### src/rtl/conway_gen_ctrl.sv
// rtl/conway_gen_ctrl.sv - Game of Life generation sequencer over ping-pong 1-bit grid RAMs
//
// Purpose: scans the grid in raster order. For each cell it reads the 3x3 toroidal
// neighbourhood from the source bank and applies B3/S23. The next state goes to the
// destination bank. The banks swap once the whole grid has been written.
//
// Ports:
//   i_clk          system clock, rising edge
//   i_reset        asynchronous active-high reset
//   i_start        single-cycle request to compute one generation (ignored while busy)
//   o_rd_x/o_rd_y  read address to source bank ({y,x} addressing)
//   i_rd_data      source bank read data, valid the cycle after the address
//   o_we           destination bank write enable
//   o_wr_x/o_wr_y  write address to destination bank
//   o_wr_data      next-state cell value
//   o_bank         source/display bank; reads use bank, writes use ~bank
//   o_busy         high from start acceptance through DONE
//   o_done         one-cycle pulse at end of generation
//   o_gen_count    completed generations, wraps
module conway_gen_ctrl #(
    parameter int WIDTH  = 640,
    parameter int HEIGHT = 480,
    parameter int XW     = 10,
    parameter int YW     = 9,
    parameter int CW     = 16
) (
    input  logic          i_clk,
    input  logic          i_reset,
    input  logic          i_start,
    output logic [XW-1:0] o_rd_x,
    output logic [YW-1:0] o_rd_y,
    input  logic          i_rd_data,
    output logic          o_we,
    output logic [XW-1:0] o_wr_x,
    output logic [YW-1:0] o_wr_y,
    output logic          o_wr_data,
    output logic          o_bank,
    output logic          o_busy,
    output logic          o_done,
    output logic [CW-1:0] o_gen_count
);

    localparam logic [2:0] S_IDLE  = 3'd0;
    localparam logic [2:0] S_READ  = 3'd1;
    localparam logic [2:0] S_LAST  = 3'd2;
    localparam logic [2:0] S_WRITE = 3'd3;
    localparam logic [2:0] S_DONE  = 3'd4;

    localparam logic [XW-1:0] X_MAX = XW'(WIDTH - 1);
    localparam logic [YW-1:0] Y_MAX = YW'(HEIGHT - 1);

    logic [2:0]    r_state;
    logic [XW-1:0] r_x;
    logic [YW-1:0] r_y;
    logic [3:0]    r_k;
    logic [3:0]    r_n;
    logic          r_alive;
    logic [XW-1:0] r_rd_x;
    logic [YW-1:0] r_rd_y;
    logic          r_we;
    logic [XW-1:0] r_wr_x;
    logic [YW-1:0] r_wr_y;
    logic          r_wr_data;
    logic          r_bank;
    logic          r_busy;
    logic          r_done;
    logic [CW-1:0] r_gen_count;

    logic [XW-1:0] w_xm1;
    logic [XW-1:0] w_xp1;
    logic [YW-1:0] w_ym1;
    logic [YW-1:0] w_yp1;
    logic [XW-1:0] w_nb_x;
    logic [YW-1:0] w_nb_y;
    logic [3:0]    w_n_acc;
    logic          w_next_alive;
    logic          w_last_cell;

    // Toroidal neighbours by compare/select; the grid size need not be a power of two.
    assign w_xm1 = (r_x == '0)    ? X_MAX : r_x - XW'(1);
    assign w_xp1 = (r_x == X_MAX) ? '0    : r_x + XW'(1);
    assign w_ym1 = (r_y == '0)    ? Y_MAX : r_y - YW'(1);
    assign w_yp1 = (r_y == Y_MAX) ? '0    : r_y + YW'(1);

    // Neighbour k: column from k%3, row from k/3 (k=4 is the cell itself).
    always_comb begin
        w_nb_x = r_x;
        w_nb_y = r_y;
        case (r_k)
            4'd0, 4'd3, 4'd6: w_nb_x = w_xm1;
            4'd2, 4'd5, 4'd8: w_nb_x = w_xp1;
            default:          w_nb_x = r_x;
        endcase
        if (r_k < 4'd3) begin
            w_nb_y = w_ym1;
        end else if (r_k >= 4'd6) begin
            w_nb_y = w_yp1;
        end
    end

    assign w_n_acc      = r_n + {3'b000, i_rd_data};
    assign w_next_alive = (w_n_acc == 4'd3) | (r_alive & (w_n_acc == 4'd2));
    assign w_last_cell  = (r_x == X_MAX) && (r_y == Y_MAX);

    // The read address is live during READ and holds its last value elsewhere.
    assign o_rd_x      = (r_state == S_READ) ? w_nb_x : r_rd_x;
    assign o_rd_y      = (r_state == S_READ) ? w_nb_y : r_rd_y;
    assign o_we        = r_we;
    assign o_wr_x      = r_wr_x;
    assign o_wr_y      = r_wr_y;
    assign o_wr_data   = r_wr_data;
    assign o_bank      = r_bank;
    assign o_busy      = r_busy;
    assign o_done      = r_done;
    assign o_gen_count = r_gen_count;

    always_ff @(posedge i_clk or posedge i_reset) begin
        if (i_reset) begin
            r_state     <= S_IDLE;
            r_x         <= '0;
            r_y         <= '0;
            r_k         <= '0;
            r_n         <= '0;
            r_alive     <= 1'b0;
            r_rd_x      <= '0;
            r_rd_y      <= '0;
            r_we        <= 1'b0;
            r_wr_x      <= '0;
            r_wr_y      <= '0;
            r_wr_data   <= 1'b0;
            r_bank      <= 1'b0;
            r_busy      <= 1'b0;
            r_done      <= 1'b0;
            r_gen_count <= '0;
        end else begin
            r_we   <= 1'b0;
            r_done <= 1'b0;
            case (r_state)
                S_IDLE: begin
                    if (i_start) begin
                        r_state <= S_READ;
                        r_x     <= '0;
                        r_y     <= '0;
                        r_k     <= '0;
                        r_n     <= '0;
                        r_alive <= 1'b0;
                        r_busy  <= 1'b1;
                    end
                end
                S_READ: begin
                    r_rd_x <= w_nb_x;
                    r_rd_y <= w_nb_y;
                    // rd_data carries neighbour k-1; neighbour 4 is the cell itself.
                    if (r_k == 4'd5) begin
                        r_alive <= i_rd_data;
                    end else if (r_k != 4'd0) begin
                        r_n <= w_n_acc;
                    end
                    if (r_k == 4'd8) begin
                        r_state <= S_LAST;
                    end else begin
                        r_k <= r_k + 4'd1;
                    end
                end
                S_LAST: begin
                    // Neighbour 8 arrives now; register the write so we is high only in WRITE.
                    r_n       <= w_n_acc;
                    r_wr_data <= w_next_alive;
                    r_wr_x    <= r_x;
                    r_wr_y    <= r_y;
                    r_we      <= 1'b1;
                    r_state   <= S_WRITE;
                end
                S_WRITE: begin
                    if (r_x == X_MAX) begin
                        r_x <= '0;
                        r_y <= w_yp1;
                    end else begin
                        r_x <= w_xp1;
                    end
                    if (w_last_cell) begin
                        r_state <= S_DONE;
                        r_done  <= 1'b1;
                    end else begin
                        r_state <= S_READ;
                        r_k     <= '0;
                        r_n     <= '0;
                        r_alive <= 1'b0;
                    end
                end
                S_DONE: begin
                    // Swap on leaving DONE so bank stays stable for the whole busy window.
                    r_bank      <= ~r_bank;
                    r_gen_count <= r_gen_count + CW'(1);
                    r_busy      <= 1'b0;
                    r_state     <= S_IDLE;
                end
                default: begin
                    r_state <= S_IDLE;
                end
            endcase
        end
    end

endmodule

### config.mk
export PLATFORM = sky130hd
export DESIGN_NAME = conway_gen_ctrl
export DESIGN_NICKNAME = d
export VERILOG_FILES = /design/src/rtl/conway_gen_ctrl.sv
export SDC_FILE = /design/constraint.sdc
export NUM_CORES = 1
export LEC_CHECK = 0
export BUFFER_PORTS_ARGS = -buffer_cell sky130_fd_sc_hd__buf_2
export CAP_MARGIN = 10
export CORE_UTILIZATION = 58
export DETAILED_ROUTE_END_ITERATION = 8
export GPL_ROUTABILITY_DRIVEN = 0
export HOLD_SLACK_MARGIN = 0.15
export PLACE_DENSITY_LB_ADDON = 0.12
export SLEW_MARGIN = 40
export SYNTH_ARGS = -nofsm -noshare
export SYNTH_HDL_FRONTEND = slang
export SYNTH_SLANG_ARGS = --single-unit
### constraint.sdc
create_clock -name i_clk -period 3.6 [get_ports i_clk]
set_input_delay 0.36 -clock i_clk [delete_from_list [all_inputs] [get_ports i_clk]]
set_output_delay 0.36 -clock i_clk [all_outputs]
set_load 0.02 [all_outputs]
==> impl_results.md <==
- Status: completed
- Crit end category: output pin
- Hold Crit Class: in -> reg
- #FFs+latches synth: 90
- Placed inst area: 5250 um2
- Critical Path Source Type: flop
- Top delay family on crit path: simple AND/OR/NAND/NOR gates
- Starting Density: 59.8%
- Pwr Density: 964 nW/um2
- CTS buffer count: 9
- Hold buffer count at CTS: 1
- Max clock buf depth: 2
- Die H: 93.8 um
- Endpoints failing setup: 0
- Simple logic cell fraction of the synthesized area: 19.8%
- Post-CTS setup buffer count: 0
- Fin crit period: 3.29 ns
- CP Class: reg -> out
- Via count: 4150
- Worst-margin pin slew: 0.734 ns
- TritonCTS clock tree: built
- Num ports: 63
- Register area share after synthesis: 46.1%
- Global-route wire length before repair: 18500 um
- Mapped Area: 4890 um2
- Distinct cells, synth: 64
- Async SR Flop Fraction: 100%
- Post-synthesis mux area share: 5.66%
- Multi-input gate area: 2430 um2
- Rows: 33
- Adder-cell share of the synthesized area: 2.82%
- Max-cap violation count: 0
- Crit path cell chain: inv_1, ha_1, nor3_1, or3_1, or4_1, a311oi_1, o21ai_0, buf_2
- Xor/xnor share of the synthesized area: 4.84%
- Register Area: 2250 um2
- Crit path DAT: 2.93 ns
- Main combinational cell family by area after synthesis: simple AND/OR/NAND/NOR gates
- Final Skew: 0.0106 ns
- Syn_nets: 535
- Number of global-route vias before repair: 3829
- Leak Pwr: 2.62 nW
- Core area: 8180 um2
- Layout cell share with drive strength beyond 1: 20.8%
- Setup_tns: 0 ns
- Max FO, Critical Path: 12
- DRT Wirelength: 11200 um
- Final Cycle Share: 91.4%
- 1st-iter DRT viols: 236
- Post-synth EDFFs: 0
- Post-route cell area: 5470 um2
- I/O Buffers: 62
- Maximum vdd drop: 0.435 mV
- Post-DP HPWL: 7820 um
- CTS resizes: 0
- First drt pass iteration count: 5
- Fmax: 0.304 GHz
- Synth Warn #: 0
- Ant. Diodes: 0
- Initial antenna violation count: 0
- CP required: 3.24 ns
- Htree depth: 3
- Slowest CP cell: or3_1
- Net count, final: 578
- Hold WS: 0.267 ns
- Max-slew violation count: 0
- Root Buffer: clkbuf_8
- Worst-path clk slew: 0.09 ns
- Total grt overflow: 0
- Antenna Violating Nets Remaining: 0
- Worst-Skew Late Latency: 0.36 ns
- Final Hold Fails: 0
- Synth Instances: 520
- RSZ-0062 raised after global routing: false
- WL/cell: 16.6 um
- All-Layer GR Usage: 26.6%
- Die Width: 93.8 um
- Die Area: 8790 um2
- CP Buf/Inv Count: 2
- Worst path max stage delay: 0.56 ns
- Largest net degree at the start of global routing: 91
- Vias per cell: 6.17
- Fraction of the mapped netlist area in compound gates: 16.5%
- Mean Syn Cell Area: 9.40 um2
- Area growth, synth to finish: 11.9%
- DR DRC count: 0
- Fill count: 689
- Slew margin rel.: 51.1%
- CTS Sinks: 90
- Dominant synthesized flop cell: dfrtp_1
## path summary, 6_finish.rpt
check / to / depth (start not counted) / slack, ns / from
setup / recovery: o_rd_x[3] / 8 / 0.31 / r_k[0]$_DFFE_PP0P_
min in group asynchronous: o_gen_count[13]$_DFFE_PP0P_ / 4 / 0.65 / i_reset
hold reg to reg: o_bank$_DFFE_PP0P_ / 1 / 0.47 / o_bank$_DFFE_PP0P_
setup reg to reg: r_rd_x[3]$_DFF_PP0_ / 7 / 1.07 / r_k[0]$_DFFE_PP0P_
hold / removal: r_alive$_DFFE_PP0P_ / 3 / 0.27 / i_rd_data
max in group asynchronous: r_rd_x[9]$_DFF_PP0_ / 4 / 2.59 / i_reset
## sequential cells by signal, indices dropped and copies added (netlist names), 3 cells and up
register,cells
r_x,10
o_gen_count,16
r_k,4
r_n,4
r_rd_x,10
r_rd_y,9
o_wr_y,9
r_y,9
r_state,3
o_wr_x,10
## stage by stage
stage	util [%]	setup slack [ns]	cells	total power, mW
floorplan	-	0.905	520	3.72
global placement	64.2	0.817	656	4.45
detailed placement	64.2	0.735	656	4.52
CTS	66.9	0.332	673	5.26
global route	66.9	0.163	673	5.62
finish	66.9	0.309	673	5.27
## final cells by class
cell class | count | area share, %
clock buffers | 10 | 2.52
clock inverters | 6 | 1.33
inverters | 14 | 0.984
multi-input cells | 378 | 44.5
flip-flops and latches | 90 | 41.2
well taps | 105 | 2.40
repair buffers | 70 | 7.05
## cells by family (layout without fill, tap and decap cells)
| group | count (synthesis) | count (layout) |
|---|---|---|
| simple gates | 190 | 190 |
| compound gates | 125 | 125 |
| flops | 90 | 90 |
| buf+inv | 52 | 100 |
| xor+xnor | 27 | 27 |
| mux | 25 | 25 |
| fa+ha+maj | 11 | 11 |
## layout by cell type (no fill, tap or decap), types with 5 or more instances in the layout
master    Yosys  final
dfrtp_1      90     90
buf_2         2     62
o21ai_0      46     46
nand2_1      45     45
nor2_1       44     43
nand3_1      25     25
a21oi_1      22     22
mux2_2       21     21
xnor2_1      16     16
and3_1       14     14
nor3_1       14     14
inv_1        14     13
o31ai_1      11     11
xor2_1       11     11
ha_1         11     11
clkbuf_8      0     10
a31oi_1       7      7
buf_4         1      6
nand4_1       5      5
## cells in the mapped netlist, types with 3 or more instances
library cell   n  area (um2)
nand3_1       25         125
o31ai_1       11        82.6
xnor2_1       16         140
o21ai_0       46         230
nor2_1        44         165
dfrtp_1       90        2250
and3_1        14        87.6
and4_1         3        26.3
nor3_1        14        70.1
xor2_1        11        96.3
a31oi_1        7        43.8
a21oi_1       22         110
nor4_1         4        25.0
a221oi_1       4        35.0
nand2_1       45         169
mux2_2        21         236
mux2i_1        4        40.0
nand3b_1       4        30.0
ha_1          11         138
o21a_1         3        22.5
nand4_1        5        31.3
or3_1          3        18.8
nor3b_1        3        22.5
and2_1         3        18.8
nor2b_1        4        25.0
a22o_1         4        35.0
inv_1         14        52.6
or4_1          3        22.5
or3b_2         3        26.3
o41ai_1        3        26.3
clkbuf_1      32         120
## per-layer routing
layer  vias up  wire [um]  share of wire, %  GRT usage (%)
met2       145       5550                50           45.0
met5         -          0                 0              0
met4         0        189               1.7           9.62
met3        17        524               4.7           3.16
li1       1963          -                 -              -
met1      2025       4920                44           35.2
## report_power, final
| group | switching, mW | leakage, nW | internal (mW) |
|---|---|---|---|
| clock network | 0.387 | 0.109 | 0.350 |
| logic | 1.78 | 1.32 | 1.06 |
| registers | 0.367 | 1.19 | 1.32 |
| total | 2.53 | 2.62 | 2.74 |
## tightest hold or removal path, cell delays in order
cell     delay [ns]
buf_2          0.11
nand3_1        0.06
nand2_1        0.05
Power figures use the tool's default switching activity.
